`src/rtl/flasher_pkg.sv`:
```
// Shared definitions for the multi-channel LED flasher: channel mode encoding.
package flasher_pkg;

   typedef enum logic [1:0] {
      MODE_OFF     = 2'd0,
      MODE_ON      = 2'd1,
      MODE_BLINK   = 2'd2,
      MODE_BREATHE = 2'd3
   } mode_t;

   // Only BLINK and BREATHE advance the per-channel rate counter.
   function automatic logic is_rate_mode(input mode_t mode);
      return (mode == MODE_BLINK) || (mode == MODE_BREATHE);
   endfunction

endpackage

```
`src/rtl/led_channel.sv`:
```
// One LED channel: config load, rate counter, blink bit, breathe level/direction, PWM compare.
module led_channel
   import flasher_pkg::*;
#(
   parameter int RATE_BITS = 8,
   parameter int PWM_BITS  = 8
) (
   input  logic                 refclk,
   input  logic                 reset,
   input  logic                 load,
   input  logic [1:0]           cfg_mode,
   input  logic [RATE_BITS-1:0] cfg_period,
   input  logic                 tick,
   input  logic [PWM_BITS-1:0]  pwm_cnt,
   output logic                 led
);

   localparam logic [PWM_BITS-1:0] LEVEL_MAX = '1;

   mode_t                mode;
   logic [RATE_BITS-1:0] period;
   logic [RATE_BITS-1:0] rate_cnt;
   logic [RATE_BITS-1:0] last_cnt;
   logic                 blink_bit;
   logic [PWM_BITS-1:0]  level;
   logic                 dir_down;
   logic                 step;

   // A programmed period of 0 behaves exactly like 1.
   assign last_cnt = (period == '0) ? '0 : period - RATE_BITS'(1);
   assign step     = tick && is_rate_mode(mode) && (rate_cnt == last_cnt);

   // NOTE: state registers use non-blocking assignments so every channel samples
   // the same pre-edge values of tick and pwm_cnt; blocking here would create ordering races.
   always_ff @(posedge refclk) begin
      if (reset) begin
         mode      <= MODE_OFF;
         period    <= '0;
         rate_cnt  <= '0;
         blink_bit <= 1'b0;
         level     <= '0;
         dir_down  <= 1'b0;
      end else if (load) begin
         // A config write wins over a tick landing on the same edge.
         mode      <= mode_t'(cfg_mode);
         period    <= cfg_period;
         rate_cnt  <= '0;
         blink_bit <= 1'b0;
         level     <= '0;
         dir_down  <= 1'b0;
      end else if (tick && is_rate_mode(mode)) begin
         if (rate_cnt == last_cnt) begin
            rate_cnt <= '0;
         end else begin
            rate_cnt <= rate_cnt + RATE_BITS'(1);
         end

         if (step && (mode == MODE_BLINK)) begin
            blink_bit <= ~blink_bit;
         end

         // Triangle fade: turn around at either end instead of wrapping.
         if (step && (mode == MODE_BREATHE)) begin
            if (!dir_down) begin
               if (level == LEVEL_MAX) begin
                  dir_down <= 1'b1;
                  level    <= level - PWM_BITS'(1);
               end else begin
                  level    <= level + PWM_BITS'(1);
               end
            end else begin
               if (level == '0) begin
                  dir_down <= 1'b0;
                  level    <= level + PWM_BITS'(1);
               end else begin
                  level    <= level - PWM_BITS'(1);
               end
            end
         end
      end
   end

   // NOTE: led gets a default before the case so no path leaves it unassigned (no latch).
   always_comb begin
      led = 1'b0;
      case (mode)
         MODE_ON:      led = 1'b1;
         MODE_BLINK:   led = blink_bit;
         MODE_BREATHE: led = (level > pwm_cnt);
         default:      led = 1'b0;
      endcase
   end

endmodule

```
`src/rtl/multi_led_flasher.sv`:
```
// Multi-channel LED flasher top: shared tick prescaler, PWM counter, config decode and LED output register.
module multi_led_flasher
   import flasher_pkg::*;
#(
   parameter int CLOCK_FREQUENCY = 12_000_000,
   parameter int TICK_FREQUENCY  = 1_000,
   parameter int NUM_CH          = 4,
   parameter int RATE_BITS       = 8,
   parameter int PWM_BITS        = 8,
   localparam int CH_BITS        = (NUM_CH > 1) ? $clog2(NUM_CH) : 1
) (
   input  logic                 refclk,
   input  logic                 reset,
   input  logic                 cfg_valid,
   output logic                 cfg_ready,
   input  logic [CH_BITS-1:0]   cfg_ch,
   input  logic [1:0]           cfg_mode,
   input  logic [RATE_BITS-1:0] cfg_period,
   output logic                 o_tick,
   output logic [NUM_CH-1:0]    o_led
);

   localparam int DIV        = CLOCK_FREQUENCY / TICK_FREQUENCY;
   localparam int PRESC_BITS = (DIV > 1) ? $clog2(DIV) : 1;

   if (DIV < 2) begin : g_div_check
      $error("multi_led_flasher: CLOCK_FREQUENCY/TICK_FREQUENCY must be at least 2");
   end
   if ((NUM_CH < 1) || (NUM_CH > 16)) begin : g_num_ch_check
      $error("multi_led_flasher: NUM_CH must be in 1..16");
   end

   logic [PRESC_BITS-1:0] presc_cnt;
   logic [PWM_BITS-1:0]   pwm_cnt;
   logic [NUM_CH-1:0]     led_next;
   logic                  accept;

   assign accept = cfg_valid && cfg_ready;

   always_ff @(posedge refclk) begin
      if (reset) begin
         presc_cnt <= '0;
         o_tick    <= 1'b0;
      end else if (presc_cnt == PRESC_BITS'(DIV - 1)) begin
         presc_cnt <= '0;
         o_tick    <= 1'b1;
      end else begin
         presc_cnt <= presc_cnt + PRESC_BITS'(1);
         o_tick    <= 1'b0;
      end
   end

   // The PWM frame wraps naturally at 2^PWM_BITS.
   always_ff @(posedge refclk) begin
      if (reset) begin
         pwm_cnt   <= '0;
         cfg_ready <= 1'b0;
         o_led     <= '0;
      end else begin
         pwm_cnt   <= pwm_cnt + PWM_BITS'(1);
         cfg_ready <= 1'b1;
         o_led     <= led_next;
      end
   end

   // Out-of-range channel numbers match no channel and are dropped.
   for (genvar i = 0; i < NUM_CH; i++) begin : g_ch
      logic load;
      assign load = accept && (cfg_ch == CH_BITS'(i));

      led_channel #(
         .RATE_BITS (RATE_BITS),
         .PWM_BITS  (PWM_BITS)
      ) u_channel (
         .refclk     (refclk),
         .reset      (reset),
         .load       (load),
         .cfg_mode   (cfg_mode),
         .cfg_period (cfg_period),
         .tick       (o_tick),
         .pwm_cnt    (pwm_cnt),
         .led        (led_next[i])
      );
   end

endmodule

```
`config.mk`:
```
export PLATFORM = sky130hd
export DESIGN_NAME = multi_led_flasher
export DESIGN_NICKNAME = d
export VERILOG_FILES = /design/src/rtl/flasher_pkg.sv /design/src/rtl/led_channel.sv /design/src/rtl/multi_led_flasher.sv
export SDC_FILE = /design/constraint.sdc
export NUM_CORES = 1
export LEC_CHECK = 0
export BUFFER_PORTS_ARGS = -buffer_cell sky130_fd_sc_hd__buf_2
export CAP_MARGIN = 20
export CORE_UTILIZATION = 45
export CTS_CLUSTER_DIAMETER = 100
export CTS_CLUSTER_SIZE = 30
export DETAILED_ROUTE_END_ITERATION = 16
export GPL_TIMING_DRIVEN = 0
export REMOVE_ABC_BUFFERS = 1
export SKIP_CTS_REPAIR_TIMING = 1
export SYNTH_ARGS = -nofsm -noshare
export SYNTH_HDL_FRONTEND = slang
export SYNTH_SLANG_ARGS = --single-unit
```
`constraint.sdc`:
```
create_clock -name refclk -period 3.05 [get_ports refclk]
set_input_delay 0.4575 -clock refclk [delete_from_list [all_inputs] [get_ports refclk]]
set_output_delay 0.4575 -clock refclk [all_outputs]
set_load 0.02 [all_outputs]
```
Yosys cells after proc, flatten, opt, wreduce, memory -nomap -nowiden
Index checks and enable logic that the tools add are counted.
Widths: inputs -> output; s select.
{"block": "totals", "ff_bits": 140, "input_bits": 15, "output_inout_bits": 6, "word_cells": 164}
{"block": "op_classes", "n_addsub": 18, "magnitude_cmp": 4, "n_eq_ne": 24, "muxes": 38, "bitwise": 4, "n_reduce_logical": 47}
{"cell": "$mux 8", "n": 20}
{"cell": "$add 8x1->8 const B", "n": 9}
{"cell": "$logic_not 8->1", "n": 8}
{"cell": "$sub 8x1->8 const B", "n": 8}
{"cell": "$eq 8x8->1", "n": 4}
{"cell": "$eq 8x8->1 const B", "n": 4}
{"cell": "$gt 8x8->1", "n": 4}
{"cell": "$logic_and 1x1->1", "n": 21}
{"cell": "$eq 2x2->1 const B", "n": 10}
{"cell": "$reduce_and 2->1", "n": 8}
{"cell": "$add 14x1->14 const B", "n": 1}
{"cell": "$eq 14x14->1 const B", "n": 1}
{"cell": "$mux 1", "n": 14}
{"cell": "$pmux 1 s3", "n": 4}
{"cell": "$eq 2x1->1 const B", "n": 5}
{"cell": "$reduce_or 2->1", "n": 5}
{"cell": "$logic_or 1x1->1", "n": 4}
{"cell": "$not 1->1", "n": 4}
{"cell": "$logic_not 2->1", "n": 1}

Logic depth before layout (Yosys ltp)
{"block": "depth", "depth_word": 6, "mapped_depth": 12, "ltp_nobuf": 9}

By module
A second synthesis with hierarchy kept.
{"block": "hier_totals", "hier_cells": 1117, "area_unflattened_um2": 9226.3}
{"module": "led_channel", "instances": 4, "cells_each": 250, "area_per_inst_um2": 2030.7}
{"module": "multi_led_flasher", "instances": 1, "cells_each": 117, "area_per_inst_um2": 1103.6}

Worst setup path before layout
Ideal clock, no wire load.
{"block": "synth_path", "path_kind": "register to register", "from": "reg g_ch[2].u_channel.period[0]", "to": "reg g_ch[2].u_channel.level[5]", "setup_ps": 115, "arrival_ps": 2714, "required_ps": 2935, "slack_ps": 222, "path_stages_with_launch": 11, "n_path_buf": 1, "cell_sequence": "dfxtp_1 -> inv_1 -> ha_1 -> or4b_1 -> nor2_1 -> mux2_2 -> nor4b_2 -> nand3_1 -> buf_2 -> o31a_1 -> o21a_1"}
{"block": "synth_between", "elab_chain_len": 6, "elab_cells_between_ends": 7, "classes_between": "add/sub (1); eq/ne (1); mux (1); reduce/logical (4)"}
{"item": "start, declared", "line": "led_channel.sv:21", "text": "logic [RATE_BITS-1:0] period;"}
{"item": "start signal, assigned", "line": "led_channel.sv:46", "text": "period <= cfg_period;"}
{"item": "$sub 8x1->8 / $logic_not 8->1 (equally long branches)", "line": "led_channel.sv:30", "text": "assign last_cnt = (period == '0) ? '0 : period - RATE_BITS'(1);"}
{"item": "$mux 8 (*)", "line": "led_channel.sv:30"}
{"item": "$eq 8x8->1 (*)", "line": "led_channel.sv:31", "text": "assign step = tick && is_rate_mode(mode) && (rate_cnt == last_cnt);"}
{"item": "$logic_and 1x1->1 (*)", "line": "led_channel.sv:31"}
{"item": "$logic_and 1x1->1 (*)", "line": "led_channel.sv:63", "text": "if (step && (mode == MODE_BREATHE)) begin"}
{"item": "$reduce_and 2->1 (no source line) (*)"}
{"item": "end signal, assigned", "line": "led_channel.sv:67", "text": "level <= level - PWM_BITS'(1);"}
{"item": "end signal, assigned", "line": "led_channel.sv:69", "text": "level <= level + PWM_BITS'(1);"}
{"item": "end signal, assigned", "line": "led_channel.sv:74", "text": "level <= level + PWM_BITS'(1);"}
{"item": "end, declared", "line": "led_channel.sv:25", "text": "logic [PWM_BITS-1:0] level;"}
Every way passes the cells marked *; elsewhere a longest branch is shown, timed or not.
A chain may end at the register's enable or synchronous reset.

Worst setup path after layout
{"block": "layout_path", "from": "reg g_ch[2].u_channel.period[0]", "to": "reg g_ch[2].u_channel.level[6]"}
The elaborated chain is that of the path after synthesis.

==> impl_results.md <==
- Status: completed
- CP required: 3.40 ns
- Post-layout instance area: around 10000 um^2
- Register-to-Register Path Depth: 9
- Initial antenna violation count: 0
- Antenna viol nets, final: 0
- Power Density: 458 nW/um^2
- Crit Path Category: reg2reg
- Worst hold endpoint: g_ch[3].u_channel.period[2]$_SDFFE_PP0P_
- Seq/Total Area, Yosys: 31.6%
- Yosys reg bits: between 100 and 150
- Port bufs: 20
- CP cell instances: inv_1 > ha_4 > or4b_4 > nor2_2 > mux2_2 > nor4b_4 > nand3_4 > or4_1 > a21oi_1
- Synth unique cells: 90
- Max-slew violations: 0
- GPL Wtd Cong: 0.903
- Fin Clk Skew: 0.0124 ns
- Hold path startpoint: cfg_period[2]
- Die Y: 142 um
- Worst path max stage delay: between 0.5 and 0.6 ns
- Slew HR: 42.6%
- Layout cells sized above 1: 10.9%
- R2r endpoint: g_ch[2].u_channel.level[6]$_SDFFE_PP0P_
- Leakage power: 0.00374 uW
- Worst min path class: in2reg
- RSZ-0062 raised after global routing: true
- Crit. End Element: flip-flop
- Antenna cells: 0
- First DRT Iteration DRCs: approximately 450
- Synth top area cells: dfxtp_1 (32%), ha_1 (7.6%), nand2_1 (6.1%)
- Synth top cells by count: nand2_1 (144), dfxtp_1 (140), nor2_1 (91)
- First-pass DRT Iterations: 4
- Hold depth: 3
- Cts bufs inserted: 17
- Setup slack after layout: 0.108 ns
- Synth Instances: 1104
- Most frequent cell after synthesis: nand2_1
- Root Buffer: clkbuf_16
- Rows: 50
- Endpoints failing hold: 0
- Core area: roughly 19000 um^2
- Die area: slightly above 20000 um^2
- Initial Utilization: 46.6%
- GRT busiest layer: met2
- Vias per cell: 5.70
- First-pass GRT wire length: ~36000 um
- Placed cell area: 9110 um^2
- Final cell count without fillers: 1382
- Die span in x: 142 um
- Synth warnings: 0
- Placed Cells: ~1300
- # nets final: 1178
- HPWL Detailed: 15100 um
- FMAX: 340 MHz
- Minimum clock period: 2.94 ns
- Worst VDD drop: 0.355 mV
- Met3 GRT Util: 4.07%
- Vias: 7883
- CP Max Fanout: 8
- Syn Area/Cell: 8.03 um^2
- Async S/R FF share, synth: 0%
- Pre-CTS setup slack: -0.470 ns
- Vias in the first global route: 7210
- Reg-to-Reg Start: g_ch[2].u_channel.period[0]$_SDFFE_PP0P_
- Post-route setup TNS: 0 ns
- Met2 global-route usage: 35.1%
- Clock Latency Late Sink: ~0.43 ns
- Netlist Area Pre-Place: 8870 um^2
- WL per Instance: between 15 and 20 um
- Max-cap violations: 0
- Post-synth EDFFs: 0
- H-tree lvl count: 4
- Worst slew pin tran: 0.856 ns
- Worst EP arrival: 3.30 ns
- Max Root-Sink Buffers: 2
- Clock transition at path regs: 0.06 ns
- Total Routing Usage GR: 22.1%
- Synthesis-to-finish area growth: 12.5%
- M1 GR Usage: a little under a third
- # clock sinks: 140
- Slowest CP cell: or4_1
- R2R setup slack: around 0.11 ns
- TritonCTS clock tree: yes
- I/O pin count: 21
- DRC Markers: 0
- Post-synth top flop: dfxtp_1
- Startpoint Class: flip-flop
- Global route overflow: 0
- Routed WL: 21700 um
- Setup violations, final: 0
- Area share of the largest cell type after synthesis: 31.6%
- Largest net degree at the start of global routing: 41
- Post-route clock period utilization: 96.4%
- Yosys top cell by area: dfxtp_1
==> registers in the layout (all words and copies together) (netlist names) <==
register and flops:
presc_cnt 14, g_ch.u_channel.period 32, g_ch.u_channel.rate_cnt 32, cfg_ready 1
pwm_cnt 8, g_ch.u_channel.level 32, o_tick 1, g_ch.u_channel.blink_bit 4
o_led 4, g_ch.u_channel.mode 8, g_ch.u_channel.dir_down 4
==> report_power, final <==
group / internal (uW) / switching (uW)
registers: 1850 / 28.8
logic: 183 / 272
clock network: 1390 / 849
==> metal layers <==
layer	up-vias	wire [um]
met5	-	0
met4	0	317
met3	26	707
met2	117	9590
met1	3694	11100
li1	4046	-
==> final cells by class <==
cell class	count	area, um^2
clock inverter	10	153
fill	1882	9040
multi-input combinational	880	5860
clock buffer	22	484
sequential	140	2800
tap	260	325
inverter	36	135
timing repair buffer	34	215
==> through the flow <==
stage	hold WS (ns)	utilization, %	total power [uW]
final	0.327	52.5	4570
after global routing	0.324	52.5	4740
after CTS	0.312	51.3	4560
after detailed placement	0.448	47.9	2310
after global placement	0.444	47.8	2300
after floorplan	0.430	-	2180
==> worst max-delay path, delay by kind of cell (launching register included) <==
| kind | cells | cell delay (ns) |
|---|---|---|
| simple gates | 5 | 1.70 |
| mux | 1 | 0.37 |
| flops | 1 | 0.36 |
| fa+ha+maj | 1 | 0.18 |
| compound gates | 1 | 0.15 |
| buf+inv | 1 | 0.11 |
==> cells in the final DEF, fill, tap and decap left out, drive strengths merged, types with 11 or more instances in the layout <==
cell / synthesis / routed
ha: 54 / 54
dfxtp: 140 / 140
or4: 15 / 15
nor4: 17 / 17
nor2: 92 / 92
or3: 31 / 31
o21ai: 39 / 39
clkbuf: 38 / 22
o21a: 17 / 17
nand3: 41 / 42
xnor2: 33 / 33
nand4: 21 / 21
and4: 12 / 12
nor3: 39 / 39
inv: 35 / 38
nand2: 145 / 145
mux2i: 14 / 14
and3: 11 / 11
nand2b: 15 / 15
xor2: 35 / 35
nor2b: 14 / 14
buf: 11 / 34
a21oi: 84 / 84
==> cells by family (layout without fill, tap and decap cells) <==
group	after synthesis	count (layout)	share of synthesized area [%]
buf+inv	85	102	3.89
xor+xnor	69	69	6.97
fa+ha+maj	54	54	7.62
compound gates	244	244	18.6
mux	15	15	1.71
simple gates	497	498	29.6
flops	140	140	31.6
==> worst max-delay path by stage <==
stage                                                         from                                       to  slack [ns]
final                     g_ch[2].u_channel.period[0]$_SDFFE_PP0P_  g_ch[2].u_channel.level[6]$_SDFFE_PP0P_        0.11
after global routing      g_ch[2].u_channel.period[0]$_SDFFE_PP0P_  g_ch[2].u_channel.level[3]$_SDFFE_PP0P_      -0.006
after CTS                 g_ch[0].u_channel.period[0]$_SDFFE_PP0P_  g_ch[0].u_channel.level[3]$_SDFFE_PP0P_       -0.50
after detailed placement  g_ch[0].u_channel.period[0]$_SDFFE_PP0P_  g_ch[0].u_channel.level[5]$_SDFFE_PP0P_       -0.47
after global placement    g_ch[1].u_channel.period[0]$_SDFFE_PP0P_  g_ch[1].u_channel.level[0]$_SDFFE_PP0P_       -0.52
after floorplan           g_ch[2].u_channel.period[0]$_SDFFE_PP0P_  g_ch[2].u_channel.level[6]$_SDFFE_PP0P_        0.07
No activity file was read; power rests on OpenSTA's default activity.
